File: src/rtl/nap_timer.sv
// Power-nap countdown: loads MM:SS, decrements once per TICK_DIV cycles while enabled, latches completion.
// Optional last-minute warn output is built only when NAP_TIMER_WARN_EN is defined.
module nap_timer #(
    parameter int TICK_DIV = 1000,
    parameter int MAX_MIN  = 99
) (
    input  logic       clock,
    input  logic       reset,
    input  logic       init,
    input  logic       enCancel,
    input  logic       enSleep,
    input  logic       load_valid,
    input  logic [6:0] load_min,
    output logic       completeSleep,
    output logic       running,
    output logic [6:0] min_left,
    output logic [5:0] sec_left,
    output logic       tick,
    output logic       warn
);

    localparam int              PW      = (TICK_DIV > 1) ? $clog2(TICK_DIV) : 1;
    localparam logic [PW-1:0]   PS_LAST = PW'(TICK_DIV - 1);
    localparam logic [6:0]      MAX_M   = 7'(MAX_MIN);

    typedef enum logic [1:0] {IDLE, ARMED, COUNT, DONE} state_t;

    state_t        state_q;
    logic [PW-1:0] prescale_q;
    logic [6:0]    min_q;
    logic [5:0]    sec_q;
    logic          complete_q;
    logic          running_q;
    logic          tick_q;

    logic [6:0]    load_clamped;
    logic [6:0]    min_dec;
    logic [5:0]    sec_dec;
    logic          at_zero;
    logic          dec_zero;
    logic          clear_req;
    logic          sec_step;

    always_comb begin
        load_clamped = (load_min > MAX_M) ? MAX_M : load_min;
        at_zero      = (min_q == 7'd0) && (sec_q == 6'd0);
        clear_req    = init || enCancel;
        if (sec_q == 6'd0) begin
            min_dec = min_q - 7'd1;
            sec_dec = 6'd59;
        end else begin
            min_dec = min_q;
            sec_dec = sec_q - 6'd1;
        end
        dec_zero = (min_dec == 7'd0) && (sec_dec == 6'd0);
        // A decrement happens only on the last prescale cycle of an enabled, non-zero count.
        sec_step = (state_q == COUNT) && enSleep && (prescale_q == PS_LAST) && !at_zero;
    end

    always_ff @(posedge clock or posedge reset) begin
        if (reset) begin
            state_q    <= IDLE;
            prescale_q <= '0;
            min_q      <= 7'd0;
            sec_q      <= 6'd0;
            complete_q <= 1'b0;
            running_q  <= 1'b0;
            tick_q     <= 1'b0;
        end else begin
            tick_q <= 1'b0;
            if (clear_req) begin
                state_q    <= IDLE;
                prescale_q <= '0;
                min_q      <= 7'd0;
                sec_q      <= 6'd0;
                complete_q <= 1'b0;
                running_q  <= 1'b0;
            end else begin
                case (state_q)
                    IDLE, ARMED: begin
                        if (load_valid) begin
                            min_q   <= load_clamped;
                            sec_q   <= 6'd0;
                            state_q <= ARMED;
                        end else if (state_q == ARMED && enSleep) begin
                            state_q    <= COUNT;
                            prescale_q <= '0;
                            running_q  <= 1'b1;
                        end
                    end
                    COUNT: begin
                        // A zero load finishes immediately without producing a tick.
                        if (at_zero) begin
                            state_q    <= DONE;
                            complete_q <= 1'b1;
                            running_q  <= 1'b0;
                        end else if (enSleep) begin
                            if (prescale_q == PS_LAST) begin
                                prescale_q <= '0;
                                tick_q     <= 1'b1;
                                min_q      <= min_dec;
                                sec_q      <= sec_dec;
                                if (dec_zero) begin
                                    state_q    <= DONE;
                                    complete_q <= 1'b1;
                                    running_q  <= 1'b0;
                                end
                            end else begin
                                prescale_q <= prescale_q + PW'(1);
                            end
                        end
                    end
                    DONE: begin
                        complete_q <= 1'b1;
                    end
                    default: state_q <= IDLE;
                endcase
            end
        end
    end

`ifdef NAP_TIMER_WARN_EN
    logic warn_q;

    always_ff @(posedge clock or posedge reset) begin
        if (reset) begin
            warn_q <= 1'b0;
        end else if (clear_req) begin
            warn_q <= 1'b0;
        end else if (sec_step) begin
            warn_q <= (min_dec == 7'd0) && (sec_dec != 6'd0);
        end else if (state_q != COUNT) begin
            warn_q <= 1'b0;
        end
    end

    assign warn = warn_q;
`else
    assign warn = 1'b0;
`endif

    assign completeSleep = complete_q;
    assign running       = running_q;
    assign min_left      = min_q;
    assign sec_left      = sec_q;
    assign tick          = tick_q;

endmodule
File: config.mk
export PLATFORM = sky130hd
export DESIGN_NAME = nap_timer
export DESIGN_NICKNAME = d
export VERILOG_FILES = /design/src/rtl/nap_timer.sv
export SDC_FILE = /design/constraint.sdc
export NUM_CORES = 1
export LEC_CHECK = 0
export BUFFER_PORTS_ARGS = -buffer_cell sky130_fd_sc_hd__buf_4
export CORE_UTILIZATION = 35
export DETAILED_ROUTE_END_ITERATION = 8
export HOLD_SLACK_MARGIN = 0.02
export PLACE_DENSITY = 0.55
export SYNTH_ARGS = -nofsm -noshare
export SYNTH_HDL_FRONTEND = slang
export SYNTH_SLANG_ARGS = --single-unit
File: constraint.sdc
create_clock -name clock -period 2.4 [get_ports clock]
set_clock_uncertainty 0.1 [all_clocks]
set_input_delay 0.36 -clock clock [delete_from_list [all_inputs] [get_ports clock]]
set_output_delay 0.36 -clock clock [all_outputs]
set_load 0.02 [all_outputs]
==> summary.md <==
| Metric | Value |
|---|---|
| Starting density of the core | 36.6% |
| First-pass GRT wire length | ~7.6 mm |
| Fillers | 522 |
| Crit path cell chain | ha_1 -> nand4_1 -> or4_4 -> a211oi_2 -> and4_1 -> o211a_1 |
| Setup Crit Path Kind | flop to flop |
| Worst R2R Start | prescale_q[0] |
| Number of antenna violations at the first check in global routing | 0 |
| Pwr/cell area | 456 nW/um^2 |
| Ys Warns | 0 |
| Syn Nets | 236 |
| GP Congestion | a little under 0.8 |
| Share of power burned in registers | a little under half |
| PortBufs | 28 |
| Critical path's slowest cell | or4_4 |
| Largest net degree at the start of global routing | 29 |
| Overall Power | 0.00105 W |
| Worst Setup End Kind | flop |
| CTS root buf | clkbuf_8 |
| Post-DP HPWL | 3.42 mm |
| Fin crit share | 93.8% |
| Critical path's largest stage delay | 0.59 ns |
| Max-Cap Viols | 0 |
| Crit path time final | around 2.3 ns |
| Cell internal pwr | 0.000780 W |
| Die width | about 75 um |
| CTS tree | built |
| Peak VDD IR | ~410 uV |
| Initial DRC count | 90 |
| Yosys reg bits | 28 |
| Sequential share of the synthesized area | 37.5% |
| Mapped Cells | 217 |
| Worst Path Required | 2.52 ns |
| Finish-stage setup viols | 0 |
| GRT overflow | 0 |
| Total CTS buffers | 3 |
| Status | completed |
| Area Overhead vs Synth | 24.0% |
| Worst r2r dst | state_q[0] |
| Diode count | 0 |
| Die area | 5630 um^2 |
| Reg clk slew, reported paths | roughly 0.10 ns |
| Final Max Tran Viols | 0 |
| Pre-antenna DRT Iters | 4 |
| R2R Setup Slk | 0.15 ns |
| CTS H-tree depth | 1 |
| Vias in the first global route | 1563 |
| Startpoint types | flop |
| Worst hold margin | 0.0379 ns |
| Leakage | roughly 1 nW |
| Post-Syn Area | 1870 um^2 |
| Reg2reg path depth | 6 |
| Std cell rows | 26 |
| Via count | ~1800 |
| Antenna viol nets, final | 0 |
| Die height | between 70 and 80 um |
| I/O pins | 30 |
| Synth unique cells | 52 |
| CTS sink count | 28 |
| Max Freq | approximately 440 MHz |
| Remaining DRCs | 0 |
| Nets@finish | around 270 |
| Clk_lat worst skew | around 0.28 ns |
| Share of cells above drive strength 1 | ~23% |
| Wire per inst | 14.4 um |
| Endpoints failing hold | 0 |
| Drt total wl | 4.67 mm |
| Setup TNS | 0 ns |
| Logic gate share of total power | 16.9% |
| Clock power share | 35.8% |
| CTS max path bufs | 2 |
| Switching Fraction | between 20% and 30% |
| Sw Pwr | 0.000275 W |
| DR vias/cell | 5.48 |
| Arrival time at the worst endpoint | between 2 and 2.5 ns |
| CP max FO | 5 |
| Gr usage total | 17.6% |
| Hold WC Path Type | input pin to asynchronous set/reset pin |
| Core area | 5110 um^2 |
| Syn Area/Cell | roughly 8.6 um^2 |
| RSZ-0062 raised after global routing | false |
[synthesized netlist by cell type (all sizes together)]
cell | count | area [um^2]
o31ai | 11 | 87.6
conb | 1 | 3.75
a21o | 1 | 7.51
o21ai | 24 | 120
or2 | 4 | 25.0
nand2b | 1 | 6.26
ha | 6 | 75.1
nor2 | 18 | 67.6
or3b | 1 | 11.3
a221oi | 1 | 8.76
o22a | 3 | 26.3
buf | 5 | 32.5
inv | 15 | 56.3
nor3 | 9 | 56.3
nor4 | 2 | 12.5
a311oi | 3 | 26.3
nor3b | 1 | 12.5
and4 | 2 | 17.5
nand3b | 3 | 22.5
and2 | 2 | 12.5
or4 | 1 | 11.3
nand4 | 4 | 25.0
and3 | 5 | 32.5
a21boi | 1 | 7.51
xnor2 | 1 | 8.76
nand3 | 4 | 20.0
o21a | 2 | 15.0
o211a | 1 | 10.0
clkbuf | 3 | 12.5
nor2b | 3 | 18.8
a31oi | 6 | 37.5
a22o | 1 | 8.76
a41oi | 1 | 16.3
o22ai | 2 | 12.5
dfrtp | 28 | 701
o41ai | 3 | 26.3
a32oi | 1 | 8.76
a21oi | 13 | 65.1
or4b | 1 | 10.0
nor4b | 2 | 32.5
o21bai | 1 | 7.51
nand2 | 17 | 63.8
o211ai | 1 | 7.51
a211oi | 2 | 20.0
[placed cells by master, fill, tap and decap left out, drive strengths merged, types with 2 or more instances in the layout]
cell    instances
o21a            2
inv            15
nor3            9
o21ai          24
nor2b           3
a31oi           6
nand2          17
dfrtp          28
a21oi          13
nand4           4
buf            41
o22ai           2
a311oi          3
and4            2
and3            5
a211oi          2
nor2           18
o41ai           3
o31ai          11
nor4b           2
o22a            3
nand3           4
clkbuf          3
ha              6
nand3b          3
and2            2
nor4            2
or2             4
[kinds of logic (layout without fill, tap and decap cells)]
group / count (synthesis) / count (layout) / synth area share [%]
compound gates: 78 / 78 / 27.8
xor+xnor: 1 / 1 / 0.469
fa+ha+maj: 6 / 6 / 4.02
buf+inv: 23 / 60 / 5.43
flops: 28 / 28 / 37.5
other cells: 1 / 1 / 0.201
simple gates: 80 / 80 / 24.5
[registers in the layout, indices dropped and copies added, names as in the netlist]
register / count
tick: 1
running: 1
state_q: 2
prescale_q: 10
min_left: 7
sec_left: 6
completeSleep: 1
[power groups by stage]
stage | Sequential (W) | Combinational [W] | Clock [W]
floorplan | 0.000514 | 0.0000977 | 0
global placement | 0.000508 | 0.000175 | 0
detailed placement | 0.000507 | 0.000174 | 0
CTS | 0.000498 | 0.000175 | 0.000390
global route | 0.000501 | 0.000195 | 0.000407
finish | 0.000499 | 0.000178 | 0.000378
[stage by stage]
| stage | instances | cell area (um^2) | setup slack, ns | utilization (%) |
|---|---|---|---|---|
| 2_1_floorplan | 217 | 1870 | 0.239 | - |
| 3_3_place_gp | 319 | 2210 | 0.216 | 43.3 |
| 3_5_place_dp | 319 | 2210 | 0.114 | 43.3 |
| 4_1_cts | 323 | 2280 | 0.0931 | 44.7 |
| 5_1_grt | 324 | 2310 | 0.0102 | 45.3 |
| 6_report | 324 | 2310 | 0.149 | 45.3 |
[worst max-delay path by stage]
stage | start | endpoint | slack, ns | cells after the start
floorplan | sec_left[0] | prescale_q[6] | 0.24 | 8
global placement | sec_left[1] | min_left[1] | 0.22 | 9
detailed placement | sec_left[1] | min_left[1] | 0.11 | 9
CTS | sec_left[1] | min_left[1] | 0.09 | 9
global route | sec_left[1] | min_left[3] | 0.01 | 9
finish | prescale_q[0] | state_q[0] | 0.15 | 6
[critical path: cells and delay by family, from the launching register on]
| kind | cells | cell delay [ns] |
|---|---|---|
| DFF | 1 | 0.41 |
| adders and majority gates | 1 | 0.25 |
| and+or+nand+nor | 3 | 1.05 |
| AOI/OAI and AO/OA | 2 | 0.36 |
[timing repair]
item / CTS / global route
gates resized for setup: 0 / 4
setup buffers: 0 / 1
setup endpoints to repair: 0 / 9
hold buffers: 0 / 0
[cell type report]
cell class                 instances  area [um^2]  area share [%]
multi-input combinational        166         1090            47.0
clock buffer                       3         41.3            1.78
timing repair buffer              41          312            13.5
clock inverter                     1         30.0            1.30
tap                               70         87.6            3.78
sequential                        28          701            30.3
inverter                          15         56.3            2.43
[layer usage]
metal,track usage [%],part of all wire (%),vias up
met2,26.4,44,47
met3,3.35,5.5,2
met1,26.5,50,845
met5,0,0,-
met4,2.94,0.47,0
li1,-,-,882
No activity file was read; power rests on OpenSTA's default activity.
